$ cat src/rtl/mem_write_monitor.sv
// mem_write_monitor
// End-of-test monitor for the MIPS cores. Snoops the data-memory write port,
// scores up to NUM_CHECKS expected address/data writes (any order, or strict
// ascending order when ORDERED=1), ends the test on a write to FINISH_ADDR,
// enforces a cycle timeout and holds a sticky pass/fail verdict.
//
// Ports:
//   clk, reset           clock and synchronous active-high reset
//   memwrite             data-memory write strobe
//   dataadr, writedata   write address and data
//   chk_en               per-channel enable (static while running)
//   chk_addr, chk_data   expected address/data, channel i at [i*WIDTH +: WIDTH]
//   done, pass           verdict reached / verdict is a pass
//   fail_code, fail_idx  failure reason (1 mismatch, 2 order, 3 missing,
//                        4 timeout) and offending channel
//   hit_mask             channels hit with correct data
//   cycle_cnt, wr_cnt    saturating RUN cycle and write counters
module mem_write_monitor #(
  parameter int               WIDTH       = 32,
  parameter int               NUM_CHECKS  = 4,
  parameter logic [WIDTH-1:0] FINISH_ADDR = 'h4C,
  parameter int               TIMEOUT     = 100000,
  parameter bit               ORDERED     = 1'b0,
  parameter int               CNT_W       = 32
) (
  input  logic                        clk,
  input  logic                        reset,
  input  logic                        memwrite,
  input  logic [WIDTH-1:0]            dataadr,
  input  logic [WIDTH-1:0]            writedata,
  input  logic [NUM_CHECKS-1:0]       chk_en,
  input  logic [NUM_CHECKS*WIDTH-1:0] chk_addr,
  input  logic [NUM_CHECKS*WIDTH-1:0] chk_data,
  output logic                        done,
  output logic                        pass,
  output logic [2:0]                  fail_code,
  output logic [3:0]                  fail_idx,
  output logic [NUM_CHECKS-1:0]       hit_mask,
  output logic [CNT_W-1:0]            cycle_cnt,
  output logic [CNT_W-1:0]            wr_cnt
);

  typedef enum logic [1:0] {S_RUN, S_PASS, S_FAIL} state_e;

  localparam logic [2:0] CODE_NONE     = 3'd0;
  localparam logic [2:0] CODE_MISMATCH = 3'd1;
  localparam logic [2:0] CODE_ORDER    = 3'd2;
  localparam logic [2:0] CODE_MISSING  = 3'd3;
  localparam logic [2:0] CODE_TIMEOUT  = 3'd4;

  state_e                state_q, state_d;
  logic                  pass_q, pass_d;
  logic [2:0]            code_q, code_d;
  logic [3:0]            idx_q, idx_d;
  logic [NUM_CHECKS-1:0] hit_mask_q, hit_mask_d;
  logic [CNT_W-1:0]      cycle_cnt_q, cycle_cnt_d;
  logic [CNT_W-1:0]      wr_cnt_q, wr_cnt_d;

  // Per-channel address match (only on real writes) and data compare.
  logic [NUM_CHECKS-1:0] addr_hit;
  logic [NUM_CHECKS-1:0] data_ok;

  generate
    for (genvar gi = 0; gi < NUM_CHECKS; gi++) begin : g_chk
      assign addr_hit[gi] = memwrite && chk_en[gi] &&
                            (dataadr == chk_addr[gi*WIDTH +: WIDTH]);
      assign data_ok[gi]  = (writedata == chk_data[gi*WIDTH +: WIDTH]);
    end
  endgenerate

  // Scoring of this cycle's write. Channels are walked in ascending order so
  // that a lower channel hit in this same cycle already counts as "earlier"
  // for the ordering rule, and the first offender found is the lowest index.
  logic [NUM_CHECKS-1:0] hit_new;
  logic                  prefix_ok;
  logic                  mis_found, ord_found, miss_found;
  logic [3:0]            mis_idx, ord_idx, miss_idx;

  always_comb begin
    hit_new    = hit_mask_q;
    prefix_ok  = 1'b1;
    mis_found  = 1'b0;
    mis_idx    = '0;
    ord_found  = 1'b0;
    ord_idx    = '0;
    miss_found = 1'b0;
    miss_idx   = '0;
    for (int i = 0; i < NUM_CHECKS; i++) begin
      if (addr_hit[i]) begin
        if (!data_ok[i]) begin
          if (!mis_found) begin
            mis_found = 1'b1;
            mis_idx   = 4'(i);
          end
        end else if (ORDERED && !prefix_ok) begin
          if (!ord_found) begin
            ord_found = 1'b1;
            ord_idx   = 4'(i);
          end
        end else begin
          hit_new[i] = 1'b1;
        end
      end
      prefix_ok = prefix_ok && (!chk_en[i] || hit_new[i]);
    end
    // Lowest enabled channel still unhit, for the missing-check verdict.
    for (int i = NUM_CHECKS - 1; i >= 0; i--) begin
      if (chk_en[i] && !hit_new[i]) begin
        miss_found = 1'b1;
        miss_idx   = 4'(i);
      end
    end
  end

  logic finish_wr;
  logic timeout_hit;
  assign finish_wr   = memwrite && (dataadr == FINISH_ADDR);
  assign timeout_hit = (cycle_cnt_q == CNT_W'(TIMEOUT - 1));

  always_comb begin
    state_d     = state_q;
    pass_d      = pass_q;
    code_d      = code_q;
    idx_d       = idx_q;
    hit_mask_d  = hit_mask_q;
    cycle_cnt_d = cycle_cnt_q;
    wr_cnt_d    = wr_cnt_q;
    if (state_q == S_RUN) begin
      if (cycle_cnt_q != '1) cycle_cnt_d = cycle_cnt_q + CNT_W'(1);
      if (memwrite && (wr_cnt_q != '1)) wr_cnt_d = wr_cnt_q + CNT_W'(1);
      hit_mask_d = hit_new;
      if (mis_found) begin
        state_d = S_FAIL;
        code_d  = CODE_MISMATCH;
        idx_d   = mis_idx;
      end else if (ord_found) begin
        state_d = S_FAIL;
        code_d  = CODE_ORDER;
        idx_d   = ord_idx;
      end else if (finish_wr) begin
        if (!miss_found) begin
          state_d = S_PASS;
          pass_d  = 1'b1;
          code_d  = CODE_NONE;
          idx_d   = '0;
        end else begin
          state_d = S_FAIL;
          code_d  = CODE_MISSING;
          idx_d   = miss_idx;
        end
      end else if (timeout_hit) begin
        state_d = S_FAIL;
        code_d  = CODE_TIMEOUT;
        idx_d   = '0;
      end
    end
  end

  always_ff @(posedge clk) begin
    if (reset) begin
      state_q     <= S_RUN;
      pass_q      <= 1'b0;
      code_q      <= CODE_NONE;
      idx_q       <= '0;
      hit_mask_q  <= '0;
      cycle_cnt_q <= '0;
      wr_cnt_q    <= '0;
    end else begin
      state_q     <= state_d;
      pass_q      <= pass_d;
      code_q      <= code_d;
      idx_q       <= idx_d;
      hit_mask_q  <= hit_mask_d;
      cycle_cnt_q <= cycle_cnt_d;
      wr_cnt_q    <= wr_cnt_d;
    end
  end

  assign done      = (state_q != S_RUN);
  assign pass      = pass_q;
  assign fail_code = code_q;
  assign fail_idx  = idx_q;
  assign hit_mask  = hit_mask_q;
  assign cycle_cnt = cycle_cnt_q;
  assign wr_cnt    = wr_cnt_q;

endmodule

$ cat config.mk
export PLATFORM = sky130hd
export DESIGN_NAME = mem_write_monitor
export DESIGN_NICKNAME = d
export VERILOG_FILES = /design/src/rtl/mem_write_monitor.sv
export SDC_FILE = /design/constraint.sdc
export NUM_CORES = 1
export LEC_CHECK = 0
export ABC_AREA = 1
export CAP_MARGIN = 10
export CELL_PAD_IN_SITES_DETAIL_PLACEMENT = 0
export CELL_PAD_IN_SITES_GLOBAL_PLACEMENT = 2
export CORE_ASPECT_RATIO = 1.1
export CORE_MARGIN = 4
export CORE_UTILIZATION = 20
export DETAILED_ROUTE_END_ITERATION = 10
export PLACE_DENSITY = 0.92
export SKIP_CTS_REPAIR_TIMING = 1
export SLEW_MARGIN = 20
export SYNTH_ARGS = -nofsm -noshare
export SYNTH_HDL_FRONTEND = slang
export SYNTH_SLANG_ARGS = --single-unit
export TNS_END_PERCENT = 10
$ cat constraint.sdc
create_clock -name clk -period 2.4 [get_ports clk]
set_input_delay 0.48 -clock clk [delete_from_list [all_inputs] [get_ports clk]]
set_output_delay 0.48 -clock clk [all_outputs]
set_load 0.05 [all_outputs]
==> impl_metrics.prom <==
# TYPE chip_impl_metric gauge
chip_impl_info{name="final_cell_mix",value="nand2_1, clkdlybuf4s50_1, inv_1, nor2_1, buf_4"} 1
chip_impl_metric{name="max-clock-path-buffers",unit=""} 2
chip_impl_metric{name="syn-cell-area",unit="sq mm"} 0.00923
chip_impl_metric{name="grt_start_max_net_pins",unit=""} 45
chip_impl_info{name="cts_root_buf",value="clkbuf_16"} 1
chip_impl_metric{name="p_leak",unit="nW"} 7.97
chip_impl_metric{name="slew_headroom",unit="%"} 59.1
chip_impl_metric{name="worst_ep_arrival_time",unit="ns"} 2.54
chip_impl_metric{name="syn_avg_cell_area",unit="sq um"} 5.32
chip_impl_metric{name="drive_above_1_share",unit="%"} 16.1
chip_impl_metric{name="drt_first_iter_violations",unit=""} 712
chip_impl_metric{name="design_area",unit="sq mm"} 0.0162
chip_impl_metric{name="finalNonFillerCells",unit=""} 2886
chip_impl_metric{name="drtAntennaViolNets",unit=""} 0
chip_impl_info{name="critPathLaunchType",value="primary input"} 1
chip_impl_metric{name="p_per_area",unit="mW/mm^2"} 303
chip_impl_metric{name="place.gp.congestion",unit=""} 1.03
chip_impl_metric{name="finalNetCount",unit=""} 2622
chip_impl_metric{name="ys_seq_elements",unit=""} 76
chip_impl_metric{name="netSwitchingPower",unit="mW"} 1.61
chip_impl_metric{name="final.period_utilization",unit="%"} 97.1
chip_impl_metric{name="first_pass_grt_wire_length",unit="um"} 76900
chip_impl_metric{name="rows",unit=""} 82
chip_impl_info{name="grt_setup_unrepaired",value="yes"} 1
chip_impl_metric{name="dp.final_hpwl",unit="um"} 48000
chip_impl_metric{name="ctsHtreeMaxLevel",unit=""} 3
chip_impl_metric{name="reg2reg_slack",unit="ns"} 0.25
chip_impl_info{name="layout_commonest_cell",value="nand2_1"} 1
chip_impl_metric{name="clkPwrFrac",unit="%"} 32.6
chip_impl_info{name="end_kind",value="flip-flop"} 1
chip_impl_info{name="clock_tree_from_tritoncts",value="done"} 1
chip_impl_metric{name="drt-wirelength-per-cell",unit="um"} 18.8
chip_impl_metric{name="timing.final.hold_violations",unit=""} 0
chip_impl_metric{name="finalSetupViolations",unit=""} 0
chip_impl_metric{name="synth_edf_count",unit=""} 0
chip_impl_metric{name="area.growth.synth_to_final",unit="%"} 76.0
chip_impl_metric{name="synth_cell_type_count",unit=""} 43
chip_impl_metric{name="initial_utilization",unit="%"} 20.3
chip_impl_metric{name="cts_num_sinks",unit=""} 76
chip_impl_metric{name="clock-skew-final",unit="ns"} 0.0107
chip_impl_metric{name="async_flop_share",unit="%"} 0
chip_impl_metric{name="insertion_delay",unit="ns"} 0.35
chip_impl_metric{name="critical_path_peak_fanout",unit=""} 2
chip_impl_info{name="ys_top_cells_by_area",value="nand2_1, dfxtp_1, xnor2_1, inv_1, nor2_1"} 1
chip_impl_metric{name="syn_inst",unit=""} 1733
chip_impl_metric{name="layout_min_cycle_time",unit="ns"} 2.33
chip_impl_metric{name="worst_hold_margin",unit="ns"} 0.450
chip_impl_metric{name="power.switching_fraction",unit="%"} 32.7
chip_impl_metric{name="die-height",unit="um"} 233
chip_impl_metric{name="power.sequential.fraction",unit="%"} 26.0
chip_impl_metric{name="synth-seq-area-share",unit="%"} 16.5
chip_impl_metric{name="ios",unit=""} 404
chip_impl_metric{name="numCtsBuffers",unit=""} 9
chip_impl_info{name="holdCritPathClass",value="reg2reg"} 1
chip_impl_metric{name="synth_warnings",unit=""} 0
chip_impl_info{name="post-synth-top-area-cell",value="nand2_1"} 1
chip_impl_metric{name="placed_instance_area",unit="sq mm"} 0.0152
chip_impl_metric{name="seqCellArea",unit="sq mm"} 0.00152
chip_impl_metric{name="core-area",unit="sq mm"} 0.0456
chip_impl_metric{name="ir_worst_vdd",unit="mV"} 0.307
chip_impl_info{name="dominantRegCellSynth",value="dfxtp_1"} 1
chip_impl_metric{name="r2r_cells",unit=""} 14
chip_impl_info{name="critical_path_class",value="in2reg"} 1
chip_impl_info{name="cp-endpoint",value="fail_code[0]"} 1
chip_impl_info{name="r2r_start",value="wr_cnt[1]"} 1
chip_impl_metric{name="global_route.overflow_total",unit=""} 0
chip_impl_info{name="status",value="finished, final reports clean"} 1
chip_impl_metric{name="detail_route.drc_violations",unit=""} 0
chip_impl_metric{name="internal",unit="mW"} 3.31
chip_impl_metric{name="report.power.total",unit="mW"} 4.92
chip_impl_metric{name="share_comb_of_total_power",unit="%"} 41.4
chip_impl_metric{name="worst-endpoint-required",unit="ns"} 2.61
chip_impl_metric{name="die-width",unit="um"} 213
chip_impl_metric{name="vias_per_cell",unit=""} 4.43
chip_impl_metric{name="tightestPinTransition",unit="ns"} 0.612
chip_impl_metric{name="drv_cap",unit=""} 0
chip_impl_info{name="timing.critical_path.from",value="chk_addr[23]"} 1
chip_impl_metric{name="multiInputGateArea",unit="sq mm"} 0.00687
chip_impl_metric{name="timing.final.max_slew_violations",unit=""} 0
chip_impl_metric{name="route.final.wire_length",unit="um"} 54200
chip_impl_metric{name="first_global_vias",unit=""} 12800
chip_impl_metric{name="grt_usage",unit="%"} 20.8
chip_impl_metric{name="drt_pass_1_iters",unit=""} 5
chip_impl_metric{name="port_buffers",unit=""} 401
chip_impl_metric{name="synthDominantCellAreaShare",unit="%"} 25.6
chip_impl_metric{name="antenna_found_initial",unit=""} 1
chip_impl_metric{name="die_area",unit="sq mm"} 0.0496
chip_impl_metric{name="fillers",unit=""} 5039
chip_impl_metric{name="post-place-cells",unit=""} 2865
chip_impl_metric{name="max_clock_freq",unit="GHz"} 0.429
chip_impl_metric{name="route.vias.total",unit=""} 12800
chip_impl_info{name="crit-reg2reg-capture",value="wr_cnt[29]"} 1
chip_impl_metric{name="clk_pin_slew",unit="ns"} 0.06
## area by class of cell
| type | instances | area share, % |
|---|---|---|
| inverter | 266 | 6.31 |
| tap | 588 | 4.53 |
| antenna | 1 | 0.0154 |
| multi-input combinational | 1349 | 42.3 |
| clock buffer | 9 | 1.39 |
| timing repair buffer | 591 | 35.4 |
| clock inverter | 6 | 0.694 |
| sequential | 76 | 9.37 |
## how the worst min path moves through the flow
| stage | from | endpoint | slack (ns) | cells past startpoint |
|---|---|---|---|---|
| floorplan | state_q[1] | state_q[1] | 0.43 | 2 |
| global route | state_q[1] | state_q[1] | 0.49 | 2 |
| CTS | state_q[1] | state_q[1] | 0.45 | 2 |
| finish | state_q[1] | state_q[1] | 0.45 | 2 |
| detailed placement | state_q[1] | state_q[1] | 0.44 | 2 |
| global placement | state_q[0] | state_q[0] | 0.45 | 2 |
## synthesized netlist by cell type, drive strengths merged, types with 4 or more instances
cell	number
nor3	36
buf	7
xnor2	125
nand4	55
xor2	17
nand2	640
dfxtp	76
or2	15
nand3	55
o21ai	48
nor4	23
a211oi	4
nor3b	7
nor2	250
inv	266
a21oi	51
o21a	7
clkbuf	36
## logic make-up (layout without fill, tap and decap cells)
logic type | count (synthesis) | count (layout) | synth area share [%]
other cells | 1 | 3 | 0.0406
fa+ha+maj | 2 | 2 | 0.271
flops | 76 | 76 | 16.5
buf+inv | 309 | 872 | 12.9
compound gates | 114 | 114 | 6.64
simple gates | 1089 | 1089 | 50.2
xor+xnor | 142 | 142 | 13.5
## critical path, cell delays in order
cell	delay, ns
clkdlybuf4s50_1	0.53
inv_1	0.06
nand2_1	0.10
nand2_1	0.07
nor3_1	0.31
nand3_1	0.14
nor2_2	0.15
buf_4	0.13
nand2_1	0.07
nand2_2	0.10
nand2_1	0.08
inv_1	0.07
nand3_1	0.09
nand3_1	0.09
a21oi_1	0.07
## through the flow
step,setup slack (ns),setup TNS (ns),util (%)
floorplan,0.145,0,-
global placement,-0.743,-6.09,33.4
detailed placement,-0.710,-5.73,33.4
CTS,-0.359,-2.03,34.2
global route,-0.0330,-0.101,35.6
finish,0.0700,0,35.6
## flip-flops by register name, indices dropped and copies added, names as in the netlist
signal     cells
cycle_cnt     32
fail_code      3
fail_idx       2
hit_mask       4
pass           1
state_q        2
wr_cnt        32
## power by group through the flow
| stage | Clock, mW | Sequential, mW | Combinational [mW] |
|---|---|---|---|
| final | 1.60 | 1.28 | 2.04 |
| after global routing | 1.69 | 1.28 | 2.18 |
| after CTS | 1.65 | 1.28 | 1.98 |
| after detailed placement | 0 | 1.30 | 1.97 |
| after global placement | 0 | 1.30 | 1.98 |
| after floorplan | 0 | 1.33 | 0.739 |
## per-layer routing
metal,global-route usage (%),wire [um],vias up
met1,23.8,21200,5787
li1,-,-,6463
met2,38.4,27200,435
met5,0,0,-
met4,9.22,2750,0
met3,2.78,3000,95
No activity file was read; power rests on OpenSTA's default activity.
